$ cat config.mk
export PLATFORM = sky130hd
export DESIGN_NAME = sub32_pipe_flat
export DESIGN_NICKNAME = d
export VERILOG_FILES = /design/src/rtl/sub32_pipe_if.sv /design/src/rtl/sub32_pipe.sv /design/src/flat_wrapper.sv
export SDC_FILE = /design/constraint.sdc
export NUM_CORES = 1
export LEC_CHECK = 0
export CAP_MARGIN = 20
export CORE_UTILIZATION = 25
export DETAILED_ROUTE_END_ITERATION = 12
export DONT_BUFFER_PORTS = 1
export GPL_TIMING_DRIVEN = 0
export PLACE_DENSITY_LB_ADDON = 0.08
export REMOVE_ABC_BUFFERS = 1
export SLEW_MARGIN = 10
export SYNTH_ARGS = -nofsm -noshare
export SYNTH_HDL_FRONTEND = slang
export SYNTH_SLANG_ARGS = --single-unit
$ cat constraint.sdc
create_clock -name clk -period 6.75 [get_ports clk]
set_clock_uncertainty 0.2 [all_clocks]
set_input_delay 0.675 -clock clk [delete_from_list [all_inputs] [get_ports clk]]
set_output_delay 0.675 -clock clk [all_outputs]
set_load 0.02 [all_outputs]
$ cat src/rtl/sub32_pipe_if.sv
// Operand/result handshake bundle for sub32_pipe: valid/ready on the operand
// side and on the result side, plus the ALU-style flags.
interface sub32_pipe_if;
    logic        in_valid;
    logic        in_ready;
    logic [31:0] A;
    logic [31:0] B;
    logic        Bin;
    logic        out_valid;
    logic        out_ready;
    logic [31:0] Diff;
    logic        Bout;
    logic        V;
    logic        Z;

    modport master (
        output in_valid, A, B, Bin, out_ready,
        input  in_ready, out_valid, Diff, Bout, V, Z
    );

    modport slave (
        input  in_valid, A, B, Bin, out_ready,
        output in_ready, out_valid, Diff, Bout, V, Z
    );
endinterface

$ cat src/rtl/sub32_pipe.sv
// Four-stage stallable 32-bit subtractor: stage k resolves byte k by
// borrow-select, S3 also registers the Bout/V/Z flags.
module sub32_pipe (
    input  logic        clk,
    input  logic        rst_n,
    sub32_pipe_if.slave bus
);

    typedef struct packed {
        logic [31:0] a;
        logic [31:0] b;
        logic [31:0] d;
        logic        br;
    } stage_t;

    stage_t      src     [4];
    stage_t      stage_d [4];
    stage_t      stage_q [3];
    logic [8:0]  res;

    logic [3:0]  vld_q;
    logic [3:0]  vld_d;
    logic [3:0]  load;
    logic [3:0]  adv;
    logic        adv0, adv1, adv2, adv3;
    logic        accept;

    logic [31:0] diff_q;
    logic        bout_q;
    logic        ovf_q;
    logic        zero_q;
    logic        ovf_d;
    logic        zero_d;
    logic        unused_bits;

    // Both borrow-in candidates are formed, then the incoming borrow picks one;
    // bit 8 of each 9-bit difference is that candidate's borrow-out.
    function automatic logic [8:0] slice_sub(input logic [7:0] a,
                                             input logic [7:0] b,
                                             input logic       bin);
        logic [8:0] d0;
        logic [8:0] d1;
        d0 = {1'b0, a} - {1'b0, b};
        d1 = {1'b0, a} - {1'b0, b} - 9'd1;
        return bin ? d1 : d0;
    endfunction

    // Backpressure ripples combinationally from out_ready down to in_ready.
    assign adv3   = vld_q[3] & bus.out_ready;
    assign adv2   = vld_q[2] & (~vld_q[3] | adv3);
    assign adv1   = vld_q[1] & (~vld_q[2] | adv2);
    assign adv0   = vld_q[0] & (~vld_q[1] | adv1);
    assign adv    = {adv3, adv2, adv1, adv0};

    assign bus.in_ready = ~vld_q[0] | adv0;
    assign accept       = bus.in_valid & bus.in_ready;
    assign load         = {adv2, adv1, adv0, accept};

    always_comb begin
        for (int k = 0; k < 4; k++) begin
            vld_d[k] = load[k] | (vld_q[k] & ~adv[k]);
        end
    end

    // NOTE: blocking '=' is correct here: src and res are scratch values that
    // must update in program order inside one evaluation; state uses '<='.
    always_comb begin
        // NOTE: every target gets a value on every pass, so no latch is inferred.
        res    = '0;
        src[0] = '{a: bus.A, b: bus.B, d: 32'd0, br: bus.Bin};
        for (int k = 1; k < 4; k++) begin
            src[k] = stage_q[k-1];
        end
        for (int k = 0; k < 4; k++) begin
            res                    = slice_sub(src[k].a[8*k +: 8], src[k].b[8*k +: 8], src[k].br);
            stage_d[k]             = src[k];
            stage_d[k].d[8*k +: 8] = res[7:0];
            stage_d[k].br          = res[8];
        end
    end

    assign ovf_d  = (stage_d[3].a[31] ^ stage_d[3].b[31]) & (stage_d[3].d[31] ^ stage_d[3].a[31]);
    assign zero_d = (stage_d[3].d == 32'd0);

    // Only the sign bits of the operands matter once the last byte is resolved.
    assign unused_bits = ^{stage_d[3].a[30:0], stage_d[3].b[30:0]};

    always_ff @(posedge clk) begin
        if (!rst_n) begin
            vld_q  <= '0;
            diff_q <= '0;
            bout_q <= 1'b0;
            ovf_q  <= 1'b0;
            zero_q <= 1'b0;
        end else begin
            vld_q <= vld_d;
            if (load[3]) begin
                diff_q <= stage_d[3].d;
                bout_q <= stage_d[3].br;
                ovf_q  <= ovf_d;
                zero_q <= zero_d;
            end
        end
    end

    // NOTE: internal stage data is left out of reset; it is ignored whenever
    // its valid bit is low, so a reset mux would buy nothing.
    always_ff @(posedge clk) begin
        for (int k = 0; k < 3; k++) begin
            if (load[k]) begin
                stage_q[k] <= stage_d[k];
            end
        end
    end

    assign bus.out_valid = vld_q[3];
    assign bus.Diff      = diff_q;
    assign bus.Bout      = bout_q;
    assign bus.V         = ovf_q;
    assign bus.Z         = zero_q;

endmodule

$ cat src/flat_wrapper.sv
// flat-port wrapper written by rule: the top's interface ports become plain ports
module sub32_pipe_flat 
  (clk, rst_n, bus_in_valid, bus_A, bus_B, bus_Bin, bus_out_ready, bus_in_ready, bus_out_valid, bus_Diff, bus_Bout, bus_V, bus_Z);
  sub32_pipe_if bus_i ();
  input  logic clk;
  input  logic rst_n;
  input wire logic [$bits(bus_i.in_valid)-1:0] bus_in_valid;
  input wire logic [$bits(bus_i.A)-1:0] bus_A;
  input wire logic [$bits(bus_i.B)-1:0] bus_B;
  input wire logic [$bits(bus_i.Bin)-1:0] bus_Bin;
  input wire logic [$bits(bus_i.out_ready)-1:0] bus_out_ready;
  output wire logic [$bits(bus_i.in_ready)-1:0] bus_in_ready;
  output wire logic [$bits(bus_i.out_valid)-1:0] bus_out_valid;
  output wire logic [$bits(bus_i.Diff)-1:0] bus_Diff;
  output wire logic [$bits(bus_i.Bout)-1:0] bus_Bout;
  output wire logic [$bits(bus_i.V)-1:0] bus_V;
  output wire logic [$bits(bus_i.Z)-1:0] bus_Z;
  assign bus_i.in_valid = bus_in_valid;
  assign bus_i.A = bus_A;
  assign bus_i.B = bus_B;
  assign bus_i.Bin = bus_Bin;
  assign bus_i.out_ready = bus_out_ready;
  assign bus_in_ready = bus_i.in_ready;
  assign bus_out_valid = bus_i.out_valid;
  assign bus_Diff = bus_i.Diff;
  assign bus_Bout = bus_i.Bout;
  assign bus_V = bus_i.V;
  assign bus_Z = bus_i.Z;
  sub32_pipe u_core (.clk(clk), .rst_n(rst_n), .bus(bus_i));
endmodule
# --- Yosys cells after proc, flatten, opt, wreduce, memory -nomap -nowiden ---
# Memories as Yosys holds them, arrays and structs flattened.
# Index checks and enable logic that the tools add are counted.
# W data, S select, Z words.
totals:
  regBits: 39
  mem_bits_rw: 291
  output_inout_bits: 37
  mem_count: 1
classes:
  addsub: 8
  n_mux: 10
  bitwise_logic: 28
  n_reduce_logical: 1
mem_list:
  columns: ["name", "depth", "width", "read_ports", "rd_clocked_by_memory_dff", "write_ports", "line_no", "text"]
  rows:
  - ["u_core.stage_q", 3, 97, 3, 0, 3, "sub32_pipe.sv:18", "stage_t stage_q [3];"]
ops:
  columns: ["op", "count"]
  rows:
  - ["$mux W9", 4]
  - ["$sub A8 B8 Y9", 4]
  - ["$sub A9 B1 Y9 const B", 4]
  - ["$logic_not A32 Y1", 1]
  - ["$and A1 B1 Y1", 10]
  - ["$not A1 Y1", 8]
  - ["$or A1 B1 Y1", 8]
  - ["$mux W1", 6]
  - ["$xor A1 B1 Y1", 2]

# --- Logic depth before layout (Yosys ltp) ---
logic_depth:
  ltp_word: 11
  depth_mapped: 12

# --- Least setup slack after synthesis ---
# Ideal clock, no wire load.
synth_path:
  path_type: "in2reg"
  start: "in bus_out_ready"
  end: "mem u_core.stage_q[0][100] in the netlist's numbering (enable)"
  setup_time_ns: 0.530
  arrival_time_ns: 4.565
  setup_slack_ns: 1.454
  cell_stages: 3
  path_buffers: 0
  path_cell_list: "nor2b_1 and2_0 a21boi_0"
synth_lines:
  columns: ["item", "line_no", "text"]
  rows:
  - ["start, declared", "flat_wrapper.sv:11", "input wire logic [$bits(bus_i.out_ready)-1:0] bus_out_ready;"]
  - ["end, declared", "sub32_pipe.sv:18", null]

==> impl_metrics.env <==
export IMPL_status="completed"
export IMPL_rsz0062_at_grt="false"
export IMPL_cts_path_max_buffers=2
export IMPL_critPathMaxFanout=4
export IMPL_syn_mean_instance_area_sq_um=13.3
export IMPL_fmaxAchievable_mhz=334
export IMPL_final_max_slew_violation_count=0
export IMPL_fin_crit_sh_pct=44.3
export IMPL_antenna_found_initial=0
export IMPL_placed_area_sq_mm=0.00841
export IMPL_cpPeakStageDelay_ns=0.42
export IMPL_crit_path_end_kind="flop"
export IMPL_grt_pass1_wl_um=22700
export IMPL_cts_buffers=17
export IMPL_crit_chain="inv_1 > ha_1 > inv_1 > fa_1 > a21o_1 > a21oi_1 > xnor2_1 > or3_1 > nor4_1 > xor2_1"
export IMPL_ant_nets=0
export IMPL_powerDensity_mw_per_mm2=273
export IMPL_filler_cell_count=3129
export IMPL_htree_levels=4
export IMPL_leakage_nw=3.14
export IMPL_clk_pin_slew_ns=0.07
export IMPL_core_sq_mm=0.0306
export IMPL_worstPathArrival_ns=3.04
export IMPL_detail_route_vias_per_cell=4.14
export IMPL_drt_pass1_iter_count=4
export IMPL_cts_tree="built"
export IMPL_layout_drive_gt1_share_pct=6.85
export IMPL_ios=106
export IMPL_final_common_cell="edfxtp_1"
export IMPL_start_util_pct=25.5
export IMPL_grt_max_degree=43
export IMPL_grt_pass1_vias=4274
export IMPL_worstHoldPathType="input port to flop"
export IMPL_vias=4177
export IMPL_place_gp_congestion=0.675
export IMPL_period_needed_ns=2.99
export IMPL_track_usage_pct=9.68
export IMPL_worst_slew_pin_slew_ns=0.718
export IMPL_synth_seq_cells=186
export IMPL_cts_sinks=186
export IMPL_ys_flop_type="edfxtp_1"
export IMPL_syn_inst=586
export IMPL_place_inst=977
export IMPL_relSlewSlack_pct=52.1
export IMPL_fin_area_sq_mm=0.00895
export IMPL_post_route_drc_count=0
export IMPL_rows=64
export IMPL_layout_common_cells="edfxtp_1, nand2_1, inv_1, dfxtp_1, ha_1"
export IMPL_holdBufCountCts=0
export IMPL_crit_top_cell="inv_1"
export IMPL_post_cts_repair_setup_buffers=0
export IMPL_hpwl_um=10500
export IMPL_ir_worst_vdd_uv=155
export IMPL_synth_area_sq_mm=0.00779
export IMPL_cts_resized=0
export IMPL_clock_latency_ns=0.43
export IMPL_finalNetCount=709
export IMPL_die_area_sq_mm=0.0319
export IMPL_die_w_um=178
export IMPL_grt_overflow=0
export IMPL_path_class="flop to flop"
export IMPL_ys_warnings_count=0
export IMPL_syn2layout_area_growth_pct=15.0
export IMPL_wirelength_um=14500
export IMPL_setup_violations_final=0
export IMPL_final_cells=1009
export IMPL_async_reset_ff_share_pct=0
export IMPL_slowest_stage="or3_1"
export IMPL_drt_iter0_drc=176
export IMPL_synth_edf_count=147
export IMPL_maxCapViolCount=0
export IMPL_diodes=0
export IMPL_required_ns=6.80
export IMPL_synth_cell_types=45
export IMPL_cp_start_kind="flop"
export IMPL_wl_per_cell_um=14.4
export IMPL_port_buffers=0
export IMPL_finalHoldViolCount=0
export IMPL_seq_area_frac_synth_pct=66.7
export IMPL_cts_root_buf="clkbuf_16"
export IMPL_die_h_um=178
==> stage by stage <==
stage / power (mW) / hold WS, ns / util, % / setup WS (ns) / setup TNS (ns)
global route: 2.56 / 0.0947 / 29.3 / 3.54 / 0
CTS: 2.50 / 0.0944 / 29.3 / 3.72 / 0
global placement: 1.53 / 0.206 / 26.9 / -0.947 / -46.18
finish: 2.44 / 0.133 / 29.3 / 3.76 / 0
floorplan: 1.49 / 0.200 / - / 1.45 / 0
detailed placement: 1.54 / 0.205 / 27.5 / 3.36 / 0
==> Yosys cell counts (2+ instances only) <==
master	number	area, sq um
nor2b_1	18	113
nand3_1	9	45.0
nand2_1	64	240
nand2b_1	6	37.5
o31ai_1	2	15.0
o21bai_1	2	15.0
nor3b_1	3	22.5
nor2_1	27	101
xnor2_1	26	228
edfxtp_1	147	4410
nor3_1	7	35.0
fa_1	4	80.1
o211a_1	3	30.0
buf_1	2	7.51
mux2i_1	2	20.0
a21oi_1	21	105
dfxtp_1	39	781
clkbuf_1	9	33.8
nand4_1	7	43.8
xor2_1	26	228
a21o_1	3	22.5
a21oi_2	2	17.5
nor4_1	8	50.1
o21ai_0	13	65.1
a21boi_0	29	218
or3_1	5	31.3
ha_1	36	450
o21a_1	5	37.5
inv_1	45	169
==> metal layers <==
layer	up-vias	global-route usage, %	routed length (um)
met5	-	0	0
met4	0	4.31	260
met3	13	3.45	810
met2	79	16.0	6940
met1	1973	11.2	6520
li1	2112	-	-
==> where the power goes <==
group | switching (mW) | internal (mW)
sequential | 0.0238 | 1.31
clock | 0.431 | 0.509
combinational | 0.0993 | 0.0750
==> flip-flops by register name (all words and copies together) (netlist names) <==
name             count
u_core.bus.V         1
u_core.vld_q         4
u_core.bus.Z         1
u_core.stage_q     147
u_core.bus.Diff     32
u_core.bus.Bout      1
==> logic make-up after synthesis <==
logic type,synth area share (%)
XOR/XNOR,5.85
AO/OA/AOI/OAI,7.55
buffers and inverters,2.70
multiplexers,0.257
AND/OR/NAND/NOR,10.1
flip-flops,66.7
adder cells (fa/ha/maj),6.81
==> area by class of cell <==
cell class / count / area [sq um] / area share, %
inverters: 45 / 169 / 1.89
multi-input cells: 344 / 2420 / 27.1
clock inverters: 11 / 100 / 1.12
well taps: 396 / 495 / 5.53
flip-flops and latches: 186 / 5190 / 58.0
repair buffers: 6 / 128 / 1.43
clock buffers: 21 / 440 / 4.92
==> path summary, 6_finish.rpt <==
| path | start | endpoint | slack, ns | cells after the start |
|---|---|---|---|---|
| worst max-delay path | u_core.stage_q[0][178] | u_core.stage_q[0][194] | 3.76 | 10 |
| worst min-delay path | bus_A[8] | u_core.stage_q[0][73] | 0.13 | 0 |
| worst max register to register | u_core.stage_q[0][178] | u_core.stage_q[0][194] | 3.76 | 10 |
| worst min register to register | u_core.stage_q[0][52] | u_core.stage_q[0][149] | 0.21 | 0 |
==> critical path: cells and delay by family (launching register included) <==
family | cells | cell delay, ns
flops | 1 | 0.37
buf+inv | 2 | 0.12
xor+xnor | 2 | 0.42
compound gates | 2 | 0.41
fa+ha+maj | 2 | 0.54
simple gates | 2 | 0.76
No activity file was read; power rests on OpenSTA's default activity.
